<file path="src/rtl/core_muldiv.sv">
// core_muldiv -- multi-cycle RV32M sequencer (MUL/MULH/MULHSU/MULHU, DIV/DIVU/REM/REMU).
//
// Runs a 32-iteration shift-add multiply or restoring divide per accepted
// start and reports completion with a one-cycle o_done pulse.
//
// Ports:
//   clk       rising-edge clock
//   rst_n     synchronous active-low reset
//   i_start   request, sampled only in IDLE
//   i_flush   kill any in-flight operation (wins over i_start)
//   i_funct3  RV32M opcode selector
//   i_num1u   rs1 value
//   i_num2u   rs2 value
//   i_rd      destination register tag
//   o_busy    high whenever the sequencer is not IDLE
//   o_done    one-cycle result-valid pulse
//   o_res     result, held until the next completion
//   o_rd      tag of the completed op, held like o_res
//
// Optional feature macro: CORE_MULDIV_FASTMUL_EN
//   When defined, all multiplies complete in one cycle through a 33x33
//   signed product; division is unchanged. Results are identical either way.

module core_muldiv (
    input  logic        clk,
    input  logic        rst_n,
    input  logic        i_start,
    input  logic        i_flush,
    input  logic [2:0]  i_funct3,
    input  logic [31:0] i_num1u,
    input  logic [31:0] i_num2u,
    input  logic [4:0]  i_rd,
    output logic        o_busy,
    output logic        o_done,
    output logic [31:0] o_res,
    output logic [4:0]  o_rd
);

    typedef enum logic [1:0] {
        IDLE = 2'd0,
        RUN  = 2'd1,
        DONE = 2'd2
    } state_t;

    state_t      state_r;
    logic [5:0]  cnt_r;
    logic [2:0]  op_r;
    logic [4:0]  rd_r;
    logic [31:0] mcand_r;   // multiplicand magnitude, or divisor magnitude
    logic [63:0] acc_r;     // {high/remainder, multiplier/quotient}
    logic        neg_r;     // sign to apply to the selected result

    logic        is_div_s;
    logic        sa_s;
    logic        sb_s;
    logic        a_neg_s;
    logic        b_neg_s;
    logic [31:0] a_mag_s;
    logic [31:0] b_mag_s;
    logic        special_s;
    logic [31:0] special_res_s;
    logic        neg_start_s;
    logic        fast_en_s;
    logic [31:0] fast_res_s;
    logic [63:0] step_s;
    logic [31:0] fin_s;

    function automatic logic [31:0] mag32(input logic [31:0] v, input logic neg);
        return neg ? (32'd0 - v) : v;
    endfunction

    // Decode the request presented in IDLE: signedness, magnitudes, special cases.
    always_comb begin
        is_div_s = i_funct3[2];
        case (i_funct3)
            3'b001:  begin sa_s = 1'b1; sb_s = 1'b1; end
            3'b010:  begin sa_s = 1'b1; sb_s = 1'b0; end
            3'b100:  begin sa_s = 1'b1; sb_s = 1'b1; end
            3'b110:  begin sa_s = 1'b1; sb_s = 1'b1; end
            default: begin sa_s = 1'b0; sb_s = 1'b0; end
        endcase
        a_neg_s = sa_s & i_num1u[31];
        b_neg_s = sb_s & i_num2u[31];
        a_mag_s = mag32(i_num1u, a_neg_s);
        b_mag_s = mag32(i_num2u, b_neg_s);
        // Remainders follow the dividend's sign; everything else the XOR of signs.
        if (is_div_s && i_funct3[1]) begin
            neg_start_s = a_neg_s;
        end else begin
            neg_start_s = a_neg_s ^ b_neg_s;
        end
        if (is_div_s && (i_num2u == 32'd0)) begin
            special_s     = 1'b1;
            special_res_s = i_funct3[1] ? i_num1u : 32'hFFFF_FFFF;
        end else if (is_div_s && !i_funct3[0] &&
                     (i_num1u == 32'h8000_0000) && (i_num2u == 32'hFFFF_FFFF)) begin
            special_s     = 1'b1;
            special_res_s = i_funct3[1] ? 32'd0 : 32'h8000_0000;
        end else begin
            special_s     = 1'b0;
            special_res_s = 32'd0;
        end
    end

`ifdef CORE_MULDIV_FASTMUL_EN
    logic signed [32:0] fa_s;
    logic signed [32:0] fb_s;
    logic signed [63:0] fprod_s;

    // Single-cycle signed product; the low 64 bits of the 66-bit result suffice.
    always_comb begin
        fa_s       = {sa_s & i_num1u[31], i_num1u};
        fb_s       = {sb_s & i_num2u[31], i_num2u};
        fprod_s    = 64'(fa_s) * 64'(fb_s);
        fast_en_s  = 1'b1;
        if (i_funct3[1:0] == 2'b00) begin
            fast_res_s = fprod_s[31:0];
        end else begin
            fast_res_s = fprod_s[63:32];
        end
    end
`else
    // Fast multiply disabled: multiplies take the iterative path.
    always_comb begin
        fast_en_s  = 1'b0;
        fast_res_s = 32'd0;
    end
`endif

    logic [32:0] sum_s;
    logic [32:0] rem33_s;
    logic [31:0] diff_s;
    logic [63:0] full_s;
    logic [31:0] raw_s;

    // One iteration of the datapath plus sign correction of the final value.
    always_comb begin
        // Multiply: add multiplicand to the high half when the multiplier LSB is set, shift right.
        sum_s   = {1'b0, acc_r[63:32]} + (acc_r[0] ? {1'b0, mcand_r} : 33'd0);
        // Divide: shift the next dividend bit into the 33-bit partial remainder.
        rem33_s = {acc_r[63:32], acc_r[31]};
        diff_s  = rem33_s[31:0] - mcand_r;
        if (!op_r[2]) begin
            step_s = {sum_s, acc_r[31:1]};
        end else if (rem33_s >= {1'b0, mcand_r}) begin
            step_s = {diff_s, acc_r[30:0], 1'b1};
        end else begin
            step_s = {rem33_s[31:0], acc_r[30:0], 1'b0};
        end
        full_s = neg_r ? (64'd0 - step_s) : step_s;
        raw_s  = op_r[1] ? step_s[63:32] : step_s[31:0];
        if (!op_r[2]) begin
            fin_s = (op_r[1:0] == 2'b00) ? full_s[31:0] : full_s[63:32];
        end else begin
            fin_s = mag32(raw_s, neg_r);
        end
    end

    // Sequencer state, datapath registers and registered outputs.
    always_ff @(posedge clk) begin
        if (!rst_n) begin
            state_r <= IDLE;
            cnt_r   <= 6'd0;
            op_r    <= 3'd0;
            rd_r    <= 5'd0;
            mcand_r <= 32'd0;
            acc_r   <= 64'd0;
            neg_r   <= 1'b0;
            o_busy  <= 1'b0;
            o_done  <= 1'b0;
            o_res   <= 32'd0;
            o_rd    <= 5'd0;
        end else if (i_flush) begin
            state_r <= IDLE;
            o_busy  <= 1'b0;
            o_done  <= 1'b0;
        end else begin
            case (state_r)
                IDLE: begin
                    o_done <= 1'b0;
                    if (i_start) begin
                        op_r    <= i_funct3;
                        rd_r    <= i_rd;
                        cnt_r   <= 6'd0;
                        neg_r   <= neg_start_s;
                        mcand_r <= is_div_s ? b_mag_s : a_mag_s;
                        acc_r   <= {32'd0, (is_div_s ? a_mag_s : b_mag_s)};
                        o_busy  <= 1'b1;
                        if (special_s) begin
                            state_r <= DONE;
                            o_done  <= 1'b1;
                            o_res   <= special_res_s;
                            o_rd    <= i_rd;
                        end else if (fast_en_s && !is_div_s) begin
                            state_r <= DONE;
                            o_done  <= 1'b1;
                            o_res   <= fast_res_s;
                            o_rd    <= i_rd;
                        end else begin
                            state_r <= RUN;
                        end
                    end else begin
                        o_busy <= 1'b0;
                    end
                end
                RUN: begin
                    acc_r <= step_s;
                    cnt_r <= cnt_r + 6'd1;
                    if (cnt_r == 6'd31) begin
                        state_r <= DONE;
                        o_done  <= 1'b1;
                        o_res   <= fin_s;
                        o_rd    <= rd_r;
                    end else begin
                        state_r <= RUN;
                    end
                end
                DONE: begin
                    state_r <= IDLE;
                    o_busy  <= 1'b0;
                    o_done  <= 1'b0;
                end
                default: begin
                    state_r <= IDLE;
                    o_busy  <= 1'b0;
                    o_done  <= 1'b0;
                end
            endcase
        end
    end

endmodule
</file>
<file path="config.mk">
export PLATFORM = sky130hd
export DESIGN_NAME = core_muldiv
export DESIGN_NICKNAME = d
export VERILOG_FILES = /design/src/rtl/core_muldiv.sv
export SDC_FILE = /design/constraint.sdc
export NUM_CORES = 1
export LEC_CHECK = 0
export ABC_AREA = 1
export CORE_MARGIN = 3
export CORE_UTILIZATION = 45
export CTS_BUF_LIST = sky130_fd_sc_hd__clkbuf_16
export CTS_CLUSTER_DIAMETER = 120
export CTS_CLUSTER_SIZE = 30
export DETAILED_ROUTE_END_ITERATION = 6
export PLACE_DENSITY_LB_ADDON = 0.08
export RECOVER_POWER = 50
export SLEW_MARGIN = 20
export SYNTH_ARGS = -nofsm -noshare
export SYNTH_HDL_FRONTEND = slang
export SYNTH_SLANG_ARGS = --single-unit
</file>
<file path="constraint.sdc">
create_clock -name clk -period 5.65 [get_ports clk]
set_clock_uncertainty 0.05 [all_clocks]
set_input_delay 0.565 -clock clk [delete_from_list [all_inputs] [get_ports clk]]
set_output_delay 0.565 -clock clk [all_outputs]
set_load 0.02 [all_outputs]
</file>
==> flow_metrics.py, run 1 <==
metrics = {
    "clocking": {
        "cts_inserted_buffers": 17,
        "clkTransAtPathRegs_ns": 0.08,
        "cts.repair.resized": 0,
        "clkSinkCount": 152,
        "cts_tree": "built",
        "root_buffer": "clkbuf_16",
        "clk_latency_ns": 0.48,
        "clockBufferDepth": 2,
        "cts_setup_buffers": 0,
        "cts_hold_buf": 0,
        "cts_max_level": 4,
    },
    "grt": {
        "grtUsageMet1_pct": 51.1,
        "grt_first_pass_wirelength_um": 135000,
        "grt-busiest-layer": "met2",
        "antenna_found_initial": 0,
        "grt_pass1_vias": 21700,
        "grtUsageMet2_pct": 62.8,
        "use_met3_pct": 6.11,
        "grt_max_degree": 95,
        "grt-ovfl-total": 0,
        "gr-usage-all-layers_pct": 40.3,
    },
    "critical_path": {
        "critPathKind": "reg -> reg",
        "crit_path_start": "state_r[0]",
        "arrival_ns": 5.49,
        "r2r_setup_slack_ns": 0.44,
        "crit_path_start_kind": "register",
        "reg2reg_from": "state_r[0]",
        "critical_path.cell_chain": "inv_1 -> nor2_1 -> clkinv_1 -> clkbuf_2 -> nor2_1 -> nand2_1 -> a21oi_1",
        "timing.rr.end": "acc_r[55]",
        "slowest_stage": "nor2_1",
        "cp_max_fo": 55,
        "cp-end-kind": "register",
        "cp.required_ns": 5.93,
        "cpMostUsedCell": "nor2_1",
        "reg2regPathDepth": 7,
        "slowest_delay_ns": 2.47,
    },
    "sta": {
        "post-route-period-util_pct": 92.2,
        "max_clock_freq_ghz": 0.192,
        "rsz0062_at_grt": "false",
        "setup_tns_ns": 0,
        "hold_violations": 0,
        "setup_viol": 0,
        "tightest_slew_ns": 3.30,
        "min_period_ns": 5.21,
        "setup_slack_ns": 0.441,
        "fin_hold_ws_ns": 0.422,
        "drv_slew": 131,
        "slew_headroom_pct": -120,
    },
    "power": {
        "p_seq_share_pct": 27.9,
        "power_switching_mw": 1.92,
        "p_leak_nw": 10.6,
        "swShare_pct": 45.5,
        "clockPowerShare_pct": 29.6,
        "peakVddDrop_mv": 0.260,
        "power_frac_comb_pct": 42.5,
        "p_per_area_nw_per_um2": 203,
        "p_int_mw": 2.30,
    },
    "min_path": {
        "min_to": "cnt_r[5]",
        "min_from": "cnt_r[5]",
        "holdPathStages": 1,
        "worstHoldPathType": "reg -> reg",
    },
    "flow_run": {
        "maxCapViolations": 3,
    },
    "cells_and_area": {
        "layout_commonest_cell": "nand2_1",
        "final_cell_mix": "1039 x nand2_1, 469 x inv_1, 287 x nor2_1",
        "synthToLayoutAreaGrowth_pct": 11.4,
        "fill_cells": 4387,
        "seq_area_um2": 3050,
        "final_nets": 3587,
        "n_antenna_cell": 0,
        "multi_input_area_um2": 13200,
        "drive_above_1_share_pct": 6.14,
    },
    "yosys": {
        "ys_async_sr_fraction_pct": 0,
        "synth.largest_area_cell": "nand2_1",
        "ys_warn_count": 0,
        "synthTopCellsByArea": "nand2_1 21%, dfxtp_1 16%, inv_1 9.5%, a21oi_1 7.6%, nand3_1 6.9%",
        "yosys_register_bits": 152,
        "synth-seq-area-share_pct": 16.3,
        "yosys.cell_types.count": 58,
        "syn_inst": 3389,
        "synthFlopType": "dfxtp_1",
        "yosys.area.top_type_share_pct": 20.9,
        "synth_edf_count": 0,
        "synthesis.nets": 3537,
        "netlist_area_um2": 18700,
        "avgSynthCellArea_um2": 5.51,
    },
    "routing": {
        "drc_errors": 0,
        "routed_wl_um": 91700,
        "wl_per_cell_um": 23.1,
        "drt_iter0_markers": 3462,
        "antenna_left": 0,
        "avgViaCountPerCell": 5.94,
        "vias": 23600,
        "dr.pass1.iters": 7,
    },
    "floorplan": {
        "fp.dieH_um": 210,
        "rows": 73,
        "die-area_um2": 44000,
        "pin_count": 115,
        "core_area_um2": 40400,
        "initial_utilization_pct": 46.2,
        "die_w_um": 210,
    },
    "place": {
        "port_buffers": 114,
        "dpl.hpwl_um": 73700,
        "routabilityCongestion": 1.08,
        "place_ws_ns": 0.743,
    },
    "run_status": {
        "status": "finished, violations left",
        "violations": "max-capacitance violations, max-slew violations",
    },
}
## worst max path at each step
stage	endpoint	slack, ns	cells past startpoint
floorplan	o_res[24]	2.04	34
global placement	o_res[22]	0.71	26
detailed placement	o_res[28]	0.74	32
CTS	o_res[28]	0.69	32
global route	o_res[28]	0.16	32
finish	acc_r[55]	0.44	7
## flip-flops by register name (all words and copies together), names as in the netlist
| register | count |
|---|---|
| o_rd | 5 |
| mcand_r | 32 |
| state_r | 2 |
| o_done | 1 |
| op_r | 3 |
| acc_r | 64 |
| rd_r | 5 |
| cnt_r | 6 |
| o_busy | 1 |
| o_res | 32 |
| neg_r | 1 |
## metal layers
metal / share of wire, % / vias up / wire length (µm)
li1: - / 11000 / -
met1: 38 / 10800 / 35300
met2: 44 / 1474 / 40000
met3: 9.6 / 307 / 8800
met4: 8.3 / 0 / 7650
met5: 0 / - / 0
## cell usage after synthesis, drive strengths merged (2+ instances only)
library cell	instances
nand2	1073
inv	480
nor2	318
a21oi	287
nand3	273
o21ai	216
dfxtp	152
clkbuf	82
xor2	75
ha	70
nand4	64
nor3	52
buf	51
xnor2	34
o211ai	26
a31oi	25
or2	21
nand3b	20
a22oi	14
o21bai	11
nor4	6
o221ai	6
o22ai	6
and2	4
clkinv	4
o21a	4
a21boi	3
a221oi	2
fa	2
## power groups by stage
stage,sequential (mW),clock [mW],combinational [mW]
floorplan,1.17,0,1.17
global placement,1.19,0,1.73
detailed placement,1.20,0,1.73
CTS,1.17,1.24,1.73
global route,1.18,1.28,1.93
finish,1.18,1.25,1.79
## layout make-up
cell class / instances / share of cell area, %
well taps: 525 / 3.16
repair buffers: 164 / 7.18
clock buffers: 17 / 2.05
inverters: 484 / 8.74
clock inverters: 15 / 0.806
flip-flops and latches: 152 / 14.7
multi-input cells: 2620 / 63.4
## stage by stage
stage	power [mW]	cell area, µm²	cells	util [%]
floorplan	2.34	18700	3389	-
global placement	2.92	20200	3945	50.1
detailed placement	2.92	20200	3945	50.1
CTS	4.15	20800	3977	51.6
global route	4.38	20800	3977	51.5
finish	4.22	20800	3977	51.5
## kinds of logic after synthesis
family,count (synthesis),share of synthesized area [%]
flops,152,16.3
compound gates,605,17.8
xor+xnor,109,5.11
buf+inv,617,13.1
simple gates,1834,42.8
fa+ha+maj,72,4.91
## critical path: cells and delay by family (launching register included)
family	cells	cell delay, ns
and+or+nand+nor	3	3.08
buffers and inverters	3	0.95
DFF	1	0.36
AOI/OAI and AO/OA	1	0.56
Note: power is estimated with default switching activity, not from simulation.
==> run 2, diff against run 1 <==
Settings changed: CELL_PAD_IN_SITES_DETAIL_PLACEMENT from default to 0, CELL_PAD_IN_SITES_GLOBAL_PLACEMENT from default to 1, CORE_MARGIN 3 to 4, REMOVE_ABC_BUFFERS from default to 1.
==> run 2 against run 1 <==
The flow finishes with violations (design-rule violations, max-capacitance violations, max-slew violations). Die area is 1.9% higher. Core utilization is 0.77 points lower. Largest power group unchanged. Largest cell class unchanged. Register-to-register slack worse by 0.03 ns. Critical endpoint is now mcand_r[25]. Highest routed layer is now met5.
==> flow_metrics.py, run 2 (same netlist as run 1, synthesis figures left out) <==
metrics = {
    "cells_and_area": {
        "final_core_util_pct": 50.7,
        "drive_above_1_share_pct": 6.06,
        "layout_commonest_cell": "nand2_1",
        "largest_reg_flops": 64,
        "final_cell_mix": "1039 x nand2_1, 472 x inv_1, 286 x nor2_1",
        "fill_cells": 4432,
        "n_antenna_cell": 0,
        "largest_register": "acc_r",
        "synthToLayoutAreaGrowth_pct": 11.2,
        "top_regs": "acc_r x64, mcand_r x32, o_res x32",
        "final_cells": 3981,
        "final_nets": 3584,
    },
    "critical_path": {
        "r2r_setup_slack_ns": 0.41,
        "cp.required_ns": 6.02,
        "arrival_ns": 5.76,
        "cp-end-kind": "register",
        "crit_path_start": "i_funct3[2]",
        "crit_path_start_kind": "primary input",
        "critPathKind": "in -> reg",
        "reg2reg_from": "mcand_r[27]",
        "cp_max_fo": 41,
    },
    "place": {
        "port_buffers": 114,
        "routabilityCongestion": 1.07,
        "dpl.cell_count": 3949,
        "dpl.hpwl_um": 70100,
    },
    "flow_run": {
        "maxCapViolations": 6,
    },
    "min_path": {
        "min_from": "cnt_r[5]",
        "worstHoldPathType": "reg -> reg",
    },
    "clocking": {
        "root_buffer": "clkbuf_16",
        "cts_inserted_buffers": 17,
        "cts.repair.resized": 0,
        "cts_hold_buf": 0,
        "cts_tree": "built",
        "cts_setup_buffers": 0,
        "clk_latency_ns": 0.47,
        "cts_max_level": 4,
        "clockBufferDepth": 2,
        "clkTransAtPathRegs_ns": 0.07,
        "clkSinkCount": 152,
    },
    "sta": {
        "tightest_slew_ns": 3.91,
        "drv_slew": 252,
        "max_clock_freq_ghz": 0.185,
        "rsz0062_at_grt": "false",
        "hold_violations": 0,
        "slew_headroom_pct": -161,
        "post-route-period-util_pct": 95.5,
        "setup_viol": 0,
        "fin_hold_ws_ns": 0.412,
        "min_period_ns": 5.39,
        "setup_tns_ns": 0,
    },
    "routing": {
        "drc_errors": 11,
        "drt_iter0_markers": 2936,
        "dr.pass1.iters": 7,
        "vias": 23300,
        "wl_per_cell_um": 22.2,
        "avgViaCountPerCell": 5.85,
        "antenna_left": 0,
        "routed_wl_um": 88600,
    },
    "run_status": {
        "status": "finished, violations left",
        "violations": "design-rule violations, max-capacitance violations, max-slew violations",
    },
    "power": {
        "power_frac_comb_pct": 43.2,
        "total_power_mw": 4.16,
        "p_per_area_nw_per_um2": 200,
        "clockPowerShare_pct": 28.6,
        "swShare_pct": 44.9,
        "p_seq_share_pct": 28.2,
        "peakVddDrop_mv": 0.233,
        "p_leak_nw": 10.5,
        "power_switching_mw": 1.87,
        "p_int_mw": 2.29,
    },
    "grt": {
        "use_met3_pct": 9.08,
        "grt-busiest-layer": "met2",
        "antenna_found_initial": 3,
        "grt-ovfl-total": 0,
        "grt_pass1_vias": 21800,
        "grtUsageMet2_pct": 61.6,
        "grt_first_pass_wirelength_um": 132000,
        "grt_max_degree": 80,
        "grtUsageMet1_pct": 47.9,
        "gr-usage-all-layers_pct": 38.3,
    },
    "floorplan": {
        "rows": 74,
        "fp.dieH_um": 212,
        "pin_count": 115,
        "initial_utilization_pct": 45.6,
        "die_w_um": 212,
        "core_area_um2": 40900,
        "die-area_um2": 44800,
    },
}
[run 2: cell types whose count changed in the layout (fill, tap and decap cells not counted), moves of 2 or more]
cell        change
buf_4           -5
clkinvlp_4      +2
inv_8           -3
clkinv_1        -4
inv_1           +3
nor3_2          -2
[run 2: final cells by class]
cell class / count / area, µm² / area share [%]
clock inverter: 15 / 154 / 0.741
tap: 532 / 666 / 3.21
clock buffer: 17 / 425 / 2.05
inverter: 484 / 1820 / 8.75
timing repair buffer: 161 / 1470 / 7.06
multi-input combinational: 2620 / 13200 / 63.5
sequential: 152 / 3050 / 14.7
[run 2: worst paths after layout]
path | end | cells after the start
setup / recovery | mcand_r[25] | 10
setup reg to reg | o_res[20] | 30
hold reg to reg | cnt_r[5] | 1
hold / removal | cnt_r[5] | 1
[run 2: metal layers]
layer,up-vias,wire length (µm)
met1,10600,34400
met5,-,13
met2,1399,39200
li1,11000,-
met3,283,9420
met4,2,5550
[run 2: worst max-delay path, stage by stage]
cell           delay [ns]
dlygate4sd3_1        0.65
clkbuf_1             1.31
inv_1                0.19
buf_4                0.36
nor2_1               0.19
clkbuf_1             1.60
nand2_1              0.44
o211ai_1             0.24
nand2_1              0.08
inv_1                0.07
[run 2: power by group through the flow]
stage / Sequential (mW) / Combinational [mW] / Clock (mW)
floorplan: 1.19 / 1.09 / 0
global placement: 1.20 / 1.73 / 0
detailed placement: 1.20 / 1.73 / 0
CTS: 1.17 / 1.74 / 1.20
global route: 1.18 / 1.93 / 1.23
finish: 1.18 / 1.80 / 1.19
[run 2: through the flow]
stage                     cell area, µm²  worst slack (ns)
final                              20800             0.257
after floorplan                    18000            -0.789
after detailed placement           20200             0.532
after CTS                          20800             0.491
after global routing               20800            0.0642
after global placement             20200             0.617
